[src/rtl/calendar_pkg.sv]
// Shared definitions for the calendar display path.
//   - Active-low seven-segment codes, bit order {g,f,e,d,c,b,a}
//   - Digit count of the HH:MM:SS display
//   - Blink-select encodings, and the field that owns each digit slot
package calendar_pkg;

    localparam int NUM_DIGITS = 6;

    localparam logic [6:0] SEG_0     = 7'b1000000;
    localparam logic [6:0] SEG_1     = 7'b1111001;
    localparam logic [6:0] SEG_2     = 7'b0100100;
    localparam logic [6:0] SEG_3     = 7'b0110000;
    localparam logic [6:0] SEG_4     = 7'b0011001;
    localparam logic [6:0] SEG_5     = 7'b0010010;
    localparam logic [6:0] SEG_6     = 7'b0000010;
    localparam logic [6:0] SEG_7     = 7'b1111000;
    localparam logic [6:0] SEG_8     = 7'b0000000;
    localparam logic [6:0] SEG_9     = 7'b0010000;
    localparam logic [6:0] SEG_DASH  = 7'b0111111;
    localparam logic [6:0] SEG_BLANK = 7'b1111111;

    typedef enum logic [1:0] {
        BLINK_NONE    = 2'd0,
        BLINK_HOURS   = 2'd1,
        BLINK_MINUTES = 2'd2,
        BLINK_SECONDS = 2'd3
    } blink_sel_e;

    // Digits 0/1 are seconds, 2/3 minutes, 4/5 hours.
    function automatic blink_sel_e digit_field(input logic [2:0] idx);
        case (idx)
            3'd0, 3'd1: digit_field = BLINK_SECONDS;
            3'd2, 3'd3: digit_field = BLINK_MINUTES;
            3'd4, 3'd5: digit_field = BLINK_HOURS;
            default:    digit_field = BLINK_NONE;
        endcase
    endfunction

endpackage

[src/rtl/bcd_to_7seg.sv]
// Combinational BCD nibble to active-low seven-segment decoder.
//   nib : 4-bit BCD digit
//   seg : {g,f,e,d,c,b,a}, active-low; non-BCD values (>9) show a dash
module bcd_to_7seg
    import calendar_pkg::*;
(
    input  logic [3:0] nib,
    output logic [6:0] seg
);

    always_comb begin
        case (nib)
            4'd0:    seg = SEG_0;
            4'd1:    seg = SEG_1;
            4'd2:    seg = SEG_2;
            4'd3:    seg = SEG_3;
            4'd4:    seg = SEG_4;
            4'd5:    seg = SEG_5;
            4'd6:    seg = SEG_6;
            4'd7:    seg = SEG_7;
            4'd8:    seg = SEG_8;
            4'd9:    seg = SEG_9;
            default: seg = SEG_DASH;
        endcase
    end

endmodule

[src/rtl/bcd_display_scanner.sv]
// Six-digit multiplexed common-anode display scanner for HH:MM:SS.
//   CP, RSTn      : clock (rising), async active-low reset
//   En            : scan/blink advance enable
//   Hbcd/Mbcd/Sbcd: packed BCD {tens,units} time fields
//   BlinkSel      : field blinked during time-set (calendar_pkg encodings)
//   ColonEn       : light DP on digits 2 and 4
//   AN, SEG, DP   : active-low digit enables, segments {g..a}, decimal point
// Fields are snapshotted as the scan wraps to digit 0, so a frame never tears.
module bcd_display_scanner
    import calendar_pkg::*;
#(
    parameter int SCAN_DIV     = 1000,
    parameter int BLINK_FRAMES = 64,
    parameter bit LZB          = 1'b1
) (
    input  logic       CP,
    input  logic       RSTn,
    input  logic       En,
    input  logic [7:0] Hbcd,
    input  logic [7:0] Mbcd,
    input  logic [7:0] Sbcd,
    input  logic [1:0] BlinkSel,
    input  logic       ColonEn,
    output logic [5:0] AN,
    output logic [6:0] SEG,
    output logic       DP
);

    localparam logic [15:0] SCAN_LAST  = 16'(SCAN_DIV - 1);
    localparam logic [7:0]  FRAME_LAST = 8'(BLINK_FRAMES - 1);
    localparam logic [2:0]  LAST_IDX   = 3'(NUM_DIGITS - 1);

    logic [15:0] scan_cnt_q, scan_cnt_d;
    logic [2:0]  idx_q, idx_d;
    logic [7:0]  snap_h_q, snap_h_d, snap_m_q, snap_m_d, snap_s_q, snap_s_d;
    logic [7:0]  frame_cnt_q, frame_cnt_d;
    logic        hidden_q, hidden_d;
    logic [5:0]  an_q, an_d;
    logic [6:0]  seg_q, seg_d;
    logic        dp_q, dp_d;

    logic        advance, wrap;
    logic [2:0]  idx_n;
    logic [3:0]  nib;
    logic [6:0]  seg_dec;

    // Counters, snapshot and blink phase. The digit nibble is taken from the
    // *_d snapshot so digit 0 on a wrap edge decodes the values being captured.
    always_comb begin
        scan_cnt_d  = scan_cnt_q;
        idx_d       = idx_q;
        snap_h_d    = snap_h_q;
        snap_m_d    = snap_m_q;
        snap_s_d    = snap_s_q;
        frame_cnt_d = frame_cnt_q;
        hidden_d    = hidden_q;

        advance = En && (scan_cnt_q == SCAN_LAST);
        // Out-of-range indices (6, 7) recover like a normal frame wrap.
        wrap    = (idx_q >= LAST_IDX);
        idx_n   = wrap ? 3'd0 : 3'(idx_q + 3'd1);

        if (En)
            scan_cnt_d = advance ? 16'd0 : 16'(scan_cnt_q + 16'd1);

        if (advance) begin
            idx_d = idx_n;
            if (wrap) begin
                snap_h_d = Hbcd;
                snap_m_d = Mbcd;
                snap_s_d = Sbcd;
                if (frame_cnt_q >= FRAME_LAST) begin
                    frame_cnt_d = 8'd0;
                    hidden_d    = ~hidden_q;
                end else begin
                    frame_cnt_d = 8'(frame_cnt_q + 8'd1);
                end
            end
        end

        case (idx_n)
            3'd0:    nib = snap_s_d[3:0];
            3'd1:    nib = snap_s_d[7:4];
            3'd2:    nib = snap_m_d[3:0];
            3'd3:    nib = snap_m_d[7:4];
            3'd4:    nib = snap_h_d[3:0];
            default: nib = snap_h_d[7:4];
        endcase
    end

    bcd_to_7seg u_dec (
        .nib (nib),
        .seg (seg_dec)
    );

    // Output registers load only on the advance edge, for the new digit.
    always_comb begin
        logic blink_blank;
        logic lz_blank;

        an_d  = an_q;
        seg_d = seg_q;
        dp_d  = dp_q;

        // The new phase applies, so a toggle on a wrap edge affects digit 0.
        blink_blank = hidden_d && (BlinkSel != BLINK_NONE) &&
                      (BlinkSel == digit_field(idx_n));
        // A non-zero tens value (including invalid BCD) is never blanked.
        lz_blank    = LZB && (idx_n == LAST_IDX) && (snap_h_d[7:4] == 4'd0);

        if (advance) begin
            an_d  = ~(6'b000001 << idx_n);
            seg_d = (blink_blank || lz_blank) ? SEG_BLANK : seg_dec;
            dp_d  = ~(ColonEn && (idx_n == 3'd2 || idx_n == 3'd4) && !blink_blank);
        end
    end

    always_ff @(posedge CP or negedge RSTn) begin
        if (!RSTn) begin
            scan_cnt_q  <= 16'd0;
            idx_q       <= LAST_IDX;
            snap_h_q    <= 8'd0;
            snap_m_q    <= 8'd0;
            snap_s_q    <= 8'd0;
            frame_cnt_q <= 8'd0;
            hidden_q    <= 1'b0;
            an_q        <= 6'b111111;
            seg_q       <= SEG_BLANK;
            dp_q        <= 1'b1;
        end else begin
            scan_cnt_q  <= scan_cnt_d;
            idx_q       <= idx_d;
            snap_h_q    <= snap_h_d;
            snap_m_q    <= snap_m_d;
            snap_s_q    <= snap_s_d;
            frame_cnt_q <= frame_cnt_d;
            hidden_q    <= hidden_d;
            an_q        <= an_d;
            seg_q       <= seg_d;
            dp_q        <= dp_d;
        end
    end

    assign AN  = an_q;
    assign SEG = seg_q;
    assign DP  = dp_q;

endmodule

[config.mk]
export PLATFORM = sky130hd
export DESIGN_NAME = bcd_display_scanner
export DESIGN_NICKNAME = d
export VERILOG_FILES = /design/src/rtl/calendar_pkg.sv /design/src/rtl/bcd_to_7seg.sv /design/src/rtl/bcd_display_scanner.sv
export SDC_FILE = /design/constraint.sdc
export NUM_CORES = 1
export LEC_CHECK = 0
export ABC_AREA = 1
export CORE_UTILIZATION = 51
export DETAILED_ROUTE_END_ITERATION = 7
export PLACE_DENSITY_LB_ADDON = 0.25
export SETUP_SLACK_MARGIN = 0.02
export SLEW_MARGIN = 20
export SYNTH_ARGS = -nofsm -noshare
export SYNTH_HDL_FRONTEND = slang
export SYNTH_SLANG_ARGS = --single-unit
export TNS_END_PERCENT = 50
[constraint.sdc]
create_clock -name CP -period 2.3 [get_ports CP]
set_input_delay 0.69 -clock CP [delete_from_list [all_inputs] [get_ports CP]]
set_output_delay 0.69 -clock CP [all_outputs]
set_load 0.02 [all_outputs]
==> results of run 1 <==
==> cell usage in the layout (no fill, tap or decap), types with 4 or more instances in the layout <==
master           count
nor2_4               6
nand4_1             14
nand2_4              5
buf_4               87
buf_6                6
nand2_2             24
nor2_1              33
and2_1               9
clkbuf_8            10
nand2_1             80
ha_4                 5
inv_1               73
inv_2               12
clkdlybuf4s50_1     41
bufinv_16            4
a21oi_1             13
nor2_2               8
nor3_1               4
nand3_2              6
nand3_1             27
o21a_1              12
ha_1                 5
dfstp_2             16
dfrtp_1             50
o21ai_0             22
nand3_4              4
==> repair_timing <==
action                     CTS  global route
gates resized for setup     16            51
gates cloned                 1             0
setup endpoints to repair   10             8
pin swaps                    7            27
setup buffers               10             9
==> where the power goes <==
part / switching, mW / internal, mW
logic: 0.193 / 0.185
clock network: 0.471 / 0.863
registers: 0.0401 / 1.23
total: 0.704 / 2.28
==> worst max-delay path, cell delays in order (launching register included) <==
cell and delay (ns):
dfstp_2 0.62, ha_4 0.16, nor2_4 0.04, a21oi_4 0.20
buf_6 0.16, buf_4 0.11, buf_4 0.11, nand4_1 0.16
nand3_1 0.13, nand2_1 0.06, nor2_2 0.15, nand2_4 0.08
nand2_4 0.12, buf_4 0.12, inv_1 0.03, nor2_1 0.08
nor2_1 0.05, nor2_1 0.08, nor2_1 0.05
==> layer usage <==
metal,vias up,track usage,wire [µm]
li1,1757,-,-
met1,1729,0.339,4460
met2,118,0.471,5190
met3,30,0.0745,546
met4,0,0.121,374
met5,-,0,0
==> cell type report <==
class                           count  area, µm²  share of cell area
Clock buffer                       10        138              0.0251
Clock inverter                      6        138              0.0251
Inverter                           87        332              0.0605
Multi-Input combinational cell    306       1910               0.347
Sequential cell                    66       1670               0.305
Tap cell                           96        120              0.0219
Timing Repair Buffer              138       1180               0.215
==> metrics by stage <==
step,power [mW],util,setup WS (ns),instances,setup TNS [ns]
detailed placement,1.66,0.694,-0.757,673,-8.85
global placement,1.65,0.694,-0.662,673,-7.88
CTS,2.99,0.756,-0.277,700,-1.75
floorplan,1.46,-,-0.146,468,-0.573
global route,3.08,0.790,-0.417,709,-2.75
finish,2.98,0.790,-0.272,709,-1.70
==> sequential cells by signal (all words and copies together) (netlist names) <==
register,flops
scan_cnt_q,16
AN,6
snap_s_q,8
snap_h_q,8
SEG,7
idx_q,3
DP,1
frame_cnt_q,8
snap_m_q,8
hidden_q,1
==> logic make-up (layout without fill, tap and decap cells) <==
group / Yosys count / in the layout
buf+inv: 97 / 241
xor+xnor: 7 / 7
flops: 66 / 66
fa+ha+maj: 11 / 11
simple gates: 228 / 229
compound gates: 59 / 59
==> worst min-delay path by stage <==
stage,from,endpoint,slack (ns),cells past startpoint
2_1_floorplan,RSTn,frame_cnt_q[0]$_DFFE_PN0P_,0.39,0
5_1_grt,RSTn,snap_s_q[6]$_DFF_PN0_,0.37,2
3_3_place_gp,frame_cnt_q[6]$_DFFE_PN0P_,frame_cnt_q[6]$_DFFE_PN0P_,0.45,2
4_1_cts,RSTn,scan_cnt_q[14]$_DFFE_PN0P_,0.36,2
6_report,RSTn,snap_s_q[1]$_DFF_PN0_,0.33,2
3_5_place_dp,frame_cnt_q[6]$_DFFE_PN0P_,frame_cnt_q[6]$_DFFE_PN0P_,0.45,2
==> qor.yml, run 1 <==
timing:
  tightest_slew_ns: 0.391
  setup_slack_ns: -0.272
  relSlewSlack: 0.737
  fmax_ghz: 0.389
  period_needed_ns: 2.57
  setup_violations: 7
  whs_ns: 0.330
  slew_viol_final: 0
  finalHoldViolCount: 0
  skew_ns: 0.0162
  min_period_over_period: 1.12
  rsz0062_at_grt: "true"
worst_hold_path:
  min_path_type: "input port to asynchronous set/reset pin"
grt:
  grt_start_max_net_pins: 67
  track_usage: 0.280
  first_global_vias: 3496
  antenna_found_initial: 0
  grt_pass1_wl_um: 16100
  grt_overflow_total: 0
cts:
  clock_latency_ns: 0.36
  numCtsBuffers: 9
  htreeDepth: 3
  clock_path_buffers: 2
  cts_sinks: 66
  path_clk_slew_ns: 0.08
  clock-root-buffer: "clkbuf_8"
  cts_hold_buf: 0
  tritoncts: "done"
status:
  violations: "setup timing"
  status: "complete, but fails checks"
yosys:
  synth_top_family_by_area: "simple AND/OR/NAND/NOR gates"
  synth-seq-cells: 66
  yosysSeqAreaShare: 0.447
  yosys.area_share.simple: 0.290
  synthDistinctLibCells: 41
  yosysMostFrequentCell: "nand2_1"
  synthCells: 468
  synth_adder_area_share: 0.0368
  synthTopCellsByArea: "dfrtp_1, dfstp_2, nand2_1, inv_1, nand3_1"
  synth_top_cell_area_share: 0.335
  async_reset_ff_frac: 1.00
  synth_compound_area_frac: 0.0984
  syn_area_per_cell_um2: 7.99
  synth_top_cell_by_area: "dfrtp_1"
  synth_area_um2: 3740
  yosys_most_used_dff: "dfrtp_1"
  syn_nets: 509
  netlist_top_cells_count: "nand2_1, inv_1, dfrtp_1"
  ys_warn_count: 0
  synth_xor_xnor_area_share: 0.0184
  synthMuxAreaShare: 0
  synth_edf_count: 0
routing:
  avgViaCountPerCell: 5.13
  wl_um: 10600
  drt_iter0_drc: 156
  route.detailed.drc: 0
  dr_total_vias: 3634
  ant_nets: 0
  drt_first_pass_iters: 4
  wire_per_inst_um: 14.9
floorplan:
  ios: 44
  row_count: 30
  initial_core_util: 0.538
  die_area_um2: 7680
  die_y_um: 87.6
  die_w_um: 87.6
  core_area_um2: 6940
finish:
  drive_gt1_frac: 0.341
  fin_nets: 649
  fin_area_um2: 5480
  antenna_cells: 0
  fillCellCount: 427
  area_growth_pct: 46.7
worst_setup_path:
  path_max_fanout: 8
  worstPathArrival_ns: 2.86
  r2r-end: "SEG[4]$_DFFE_PN1N_"
  r2r_slack_ns: -0.27
  r2r_cells: 18
  crit_type: "register to register"
  start_kind: "register"
  required_ns: 2.59
  worstSetupEndpointType: "register"
  cp-endpoint: "SEG[4]$_DFFE_PN1N_"
  crit_path_start: "idx_q[0]$_DFFE_PN1N_"
  r2r-start: "idx_q[0]$_DFFE_PN1N_"
placed_design:
  post_dp_cell_area_um2: 4820
  hpwl_um: 6750
  gp_congestion: 0.843
  port-buffer-count: 43
power_and_ir_drop:
  p_leak_nw: 2.70
  ir_worst_vdd_v: 0.000412
  p_per_area_nw_per_um2: 543
job:
  cap_viol_max_count: 0
No activity file was read; power rests on OpenSTA's default activity.
==> run 2: changes to the inputs <==
Settings changed: CORE_UTILIZATION 51 to 50, SLEW_MARGIN 20 to 40.
==> run 2 against run 1 <==
Against the previous run: the run still ends with setup timing left; cell count unchanged; maximum frequency down 1.5%; clock power decreased by 30%; largest cell class unchanged.
==> qor.yml, run 2 (synthesis gave the netlist of run 1 again) <==
status:
  status: "complete, but fails checks"  # unchanged
  violations: "setup timing"  # unchanged
cts:
  tritoncts: "done"  # unchanged
  clock-root-buffer: "clkbuf_8"  # unchanged
  numCtsBuffers: 9  # unchanged
  htreeDepth: 3  # unchanged
  cts_hold_buf: 0  # unchanged
  cts_sinks: 66  # unchanged
  clock_path_buffers: 2  # unchanged
  path_clk_slew_ns: 0.07  # was 0.08 ns
  clock_latency_ns: 0.35  # was 0.36 ns
routing:
  wl_um: 9880  # was 10600 µm
  avgViaCountPerCell: 4.92  # was 5.13
  route.detailed.drc: 0  # unchanged
  ant_nets: 0  # unchanged
  drt_first_pass_iters: 4  # unchanged
  dr_total_vias: 3491  # was 3634
  drt_iter0_drc: 186  # was 156
  wire_per_inst_um: 13.9  # was 14.9 µm
timing:
  fmax_ghz: 0.383  # was 0.389 GHz
  slew_viol_final: 0  # unchanged
  rsz0062_at_grt: "true"  # unchanged
  min_period_over_period: 1.14  # was 1.12
  period_needed_ns: 2.61  # was 2.57 ns
  relSlewSlack: 0.671  # was 0.737
  finalHoldViolCount: 0  # unchanged
  setup_slack_ns: -0.311  # was -0.272 ns
  setup_violations: 7  # unchanged
  skew_ns: 0.0136  # was 0.0162 ns
  tightest_slew_ns: 0.493  # was 0.391 ns
placed_design:
  post_dp_cell_area_um2: 4850  # was 4820 µm²
  gp_congestion: 0.813  # was 0.843
  hpwl_um: 6870  # was 6750 µm
  port-buffer-count: 43  # unchanged
worst_setup_path:
  worstPathArrival_ns: 2.89  # was 2.86 ns
  worstPathCellList: "ha_4 -> nor2_4 -> a21oi_4 -> buf_6 -> nand4_1 -> nand3_1 -> nand2_1 -> nor2_1 -> nand2_1 -> nand2_4 -> buf_12 -> ha_4 -> inv_2 -> nand2_1 -> nand2_2 -> nor2_2 -> nor2_1 -> nor2_1"  # was ha_4 -> nor2_4 -> a21oi_4 -> buf_6 -> buf_4 -> buf_4 -> nand4_1 -> nand3_1 -> nand2_1 -> nor2_2 -> nand2_4 -> nand2_4 -> buf_4 -> inv_1 -> nor2_1 -> nor2_1 -> nor2_1 -> nor2_1
  crit_type: "register to register"  # unchanged
  r2r-end: "SEG[0]$_DFFE_PN1N_"  # was SEG[4]$_DFFE_PN1N_
  cpPeakStageDelay_ns: 0.58  # was 0.62 ns
  r2r-start: "idx_q[0]$_DFFE_PN1N_"  # unchanged
  worstSetupEndpointType: "register"  # unchanged
  r2r_slack_ns: -0.31  # was -0.27 ns
  slowest_stage: "dfstp_2"  # unchanged
  start_kind: "register"  # unchanged
  path_max_fanout: 6  # was 8
  required_ns: 2.58  # was 2.59 ns
  r2r_cells: 18  # unchanged
finish:
  drive_gt1_frac: 0.313  # was 0.341
  fin_nets: 646  # was 649
  mostFrequentLayoutCells: "nand2_1, buf_4, inv_1, dfrtp_1, clkdlybuf4s50_1"  # was buf_4, nand2_1, inv_1, dfrtp_1, clkdlybuf4s50_1
  top_register: "scan_cnt_q"  # unchanged
  antenna_cells: 0  # unchanged
  largest_register_ffs: 16  # unchanged
  fin_area_um2: 5300  # was 5480 µm²
  area_growth_pct: 41.7  # was 46.7%
  mostFrequentLayoutCell: "nand2_1"  # was buf_4
grt:
  grt_overflow_total: 0  # unchanged
  grt_pass1_wl_um: 15200  # was 16100 µm
  track_usage: 0.258  # was 0.280
  grt_start_max_net_pins: 28  # was 67
  first_global_vias: 3396  # was 3496
  antenna_found_initial: 0  # unchanged
floorplan:
  row_count: 31  # was 30
  die_area_um2: 7830  # was 7680 µm²
  core_area_um2: 7250  # was 6940 µm²
  initial_core_util: 0.515  # was 0.538
  die_w_um: 88.5  # was 87.6 µm
  ios: 44  # unchanged
  die_y_um: 88.5  # was 87.6 µm
power_and_ir_drop:
  switching_power_uw: 674  # was 704 µW
  swShare: 0.263  # was 0.236
  ir_worst_vdd_v: 0.000473  # was 0.000412 V
  p_seq_frac: 0.494  # was 0.426
  pwr-share-comb: 0.145  # was 0.127
  internal_power_mw: 1.89  # was 2.28 mW
  clockPowerShare: 0.361  # was 0.448
  p_per_area_nw_per_um2: 484  # was 543 nW/µm²
  p_leak_nw: 2.64  # was 2.70 nW
  totalPowerFinal_mw: 2.56  # was 2.98 mW
job:
  cap_viol_max_count: 0  # unchanged
worst_hold_path:
  min_path_type: "input port to asynchronous set/reset pin"  # unchanged
-- run 2: cell types whose count changed in the layout (fill, tap and decap cells not counted), sizes merged --
cell | previous run | this run
clkinv | 3 | 4
clkbuf | 10 | 14
buf | 96 | 93
bufinv | 4 | 0
dlygate4sd2 | 1 | 0
inv | 86 | 85
clkdlybuf4s15 | 0 | 1
-- run 2: metal layers --
layer	up-vias	wire [µm]	global-route usage
met5	-	0	0
met3	20	401	0.0438
met4	0	266	0.0968
li1	1749	-	-
met1	1636	4390	0.328
met2	86	4820	0.443
-- run 2: how the worst max path moves through the flow --
stage	end	depth (start not counted)	slack, ns	from
floorplan	SEG[1]$_DFFE_PN1N_	17	-0.15	En
global placement	SEG[4]$_DFFE_PN1N_	17	-0.85	En
detailed placement	SEG[5]$_DFFE_PN1N_	18	-0.97	En
CTS	SEG[5]$_DFFE_PN1N_	21	-0.17	idx_q[0]$_DFFE_PN1N_
global route	SEG[0]$_DFFE_PN1N_	18	-0.42	idx_q[0]$_DFFE_PN1N_
finish	SEG[0]$_DFFE_PN1N_	18	-0.31	idx_q[0]$_DFFE_PN1N_
-- run 2: stage by stage --
stage	setup WS, ns	hold slack, ns	setup TNS, ns	utilization	std cells
global route	-0.417	0.330	-2.72	0.731	709
CTS	-0.165	0.310	-1.03	0.710	703
detailed placement	-0.966	0.464	-15.81	0.668	679
finish	-0.311	0.295	-1.82	0.731	709
floorplan	-0.146	0.394	-0.573	-	468
global placement	-0.846	0.449	-12.23	0.668	679
-- run 2: critical path: cells and delay by family, from the launching register on --
family                   cells  cell delay, ns
flip-flops                   1            0.58
AND/OR/NAND/NOR             12            1.12
adder cells (fa/ha/maj)      2            0.28
AO/OA/AOI/OAI                1            0.25
buffers and inverters        3            0.31
-- run 2: final cells by class --
cell class / instances / area, µm²
clock buffer: 14 / 173
multi-input combinational: 306 / 1820
sequential: 66 / 1670
clock inverter: 2 / 10.0
inverter: 87 / 332
tap: 99 / 124
fill: 520 / 1950
timing repair buffer: 135 / 1160
-- run 2: repair_timing --
item / in CTS / in global routing
cloned: 1 / 0
pin swaps: 8 / 30
buffers inserted: 7 / 6
resized for setup: 16 / 28
setup endpoints to repair: 16 / 9
-- run 2: power by group through the flow --
stage | clock network [mW] | logic (mW) | registers [mW]
floorplan | 0 | 0.160 | 1.30
finish | 0.925 | 0.371 | 1.27
global placement | 0 | 0.355 | 1.28
CTS | 0.931 | 0.368 | 1.27
detailed placement | 0 | 0.364 | 1.29
global route | 0.993 | 0.416 | 1.28
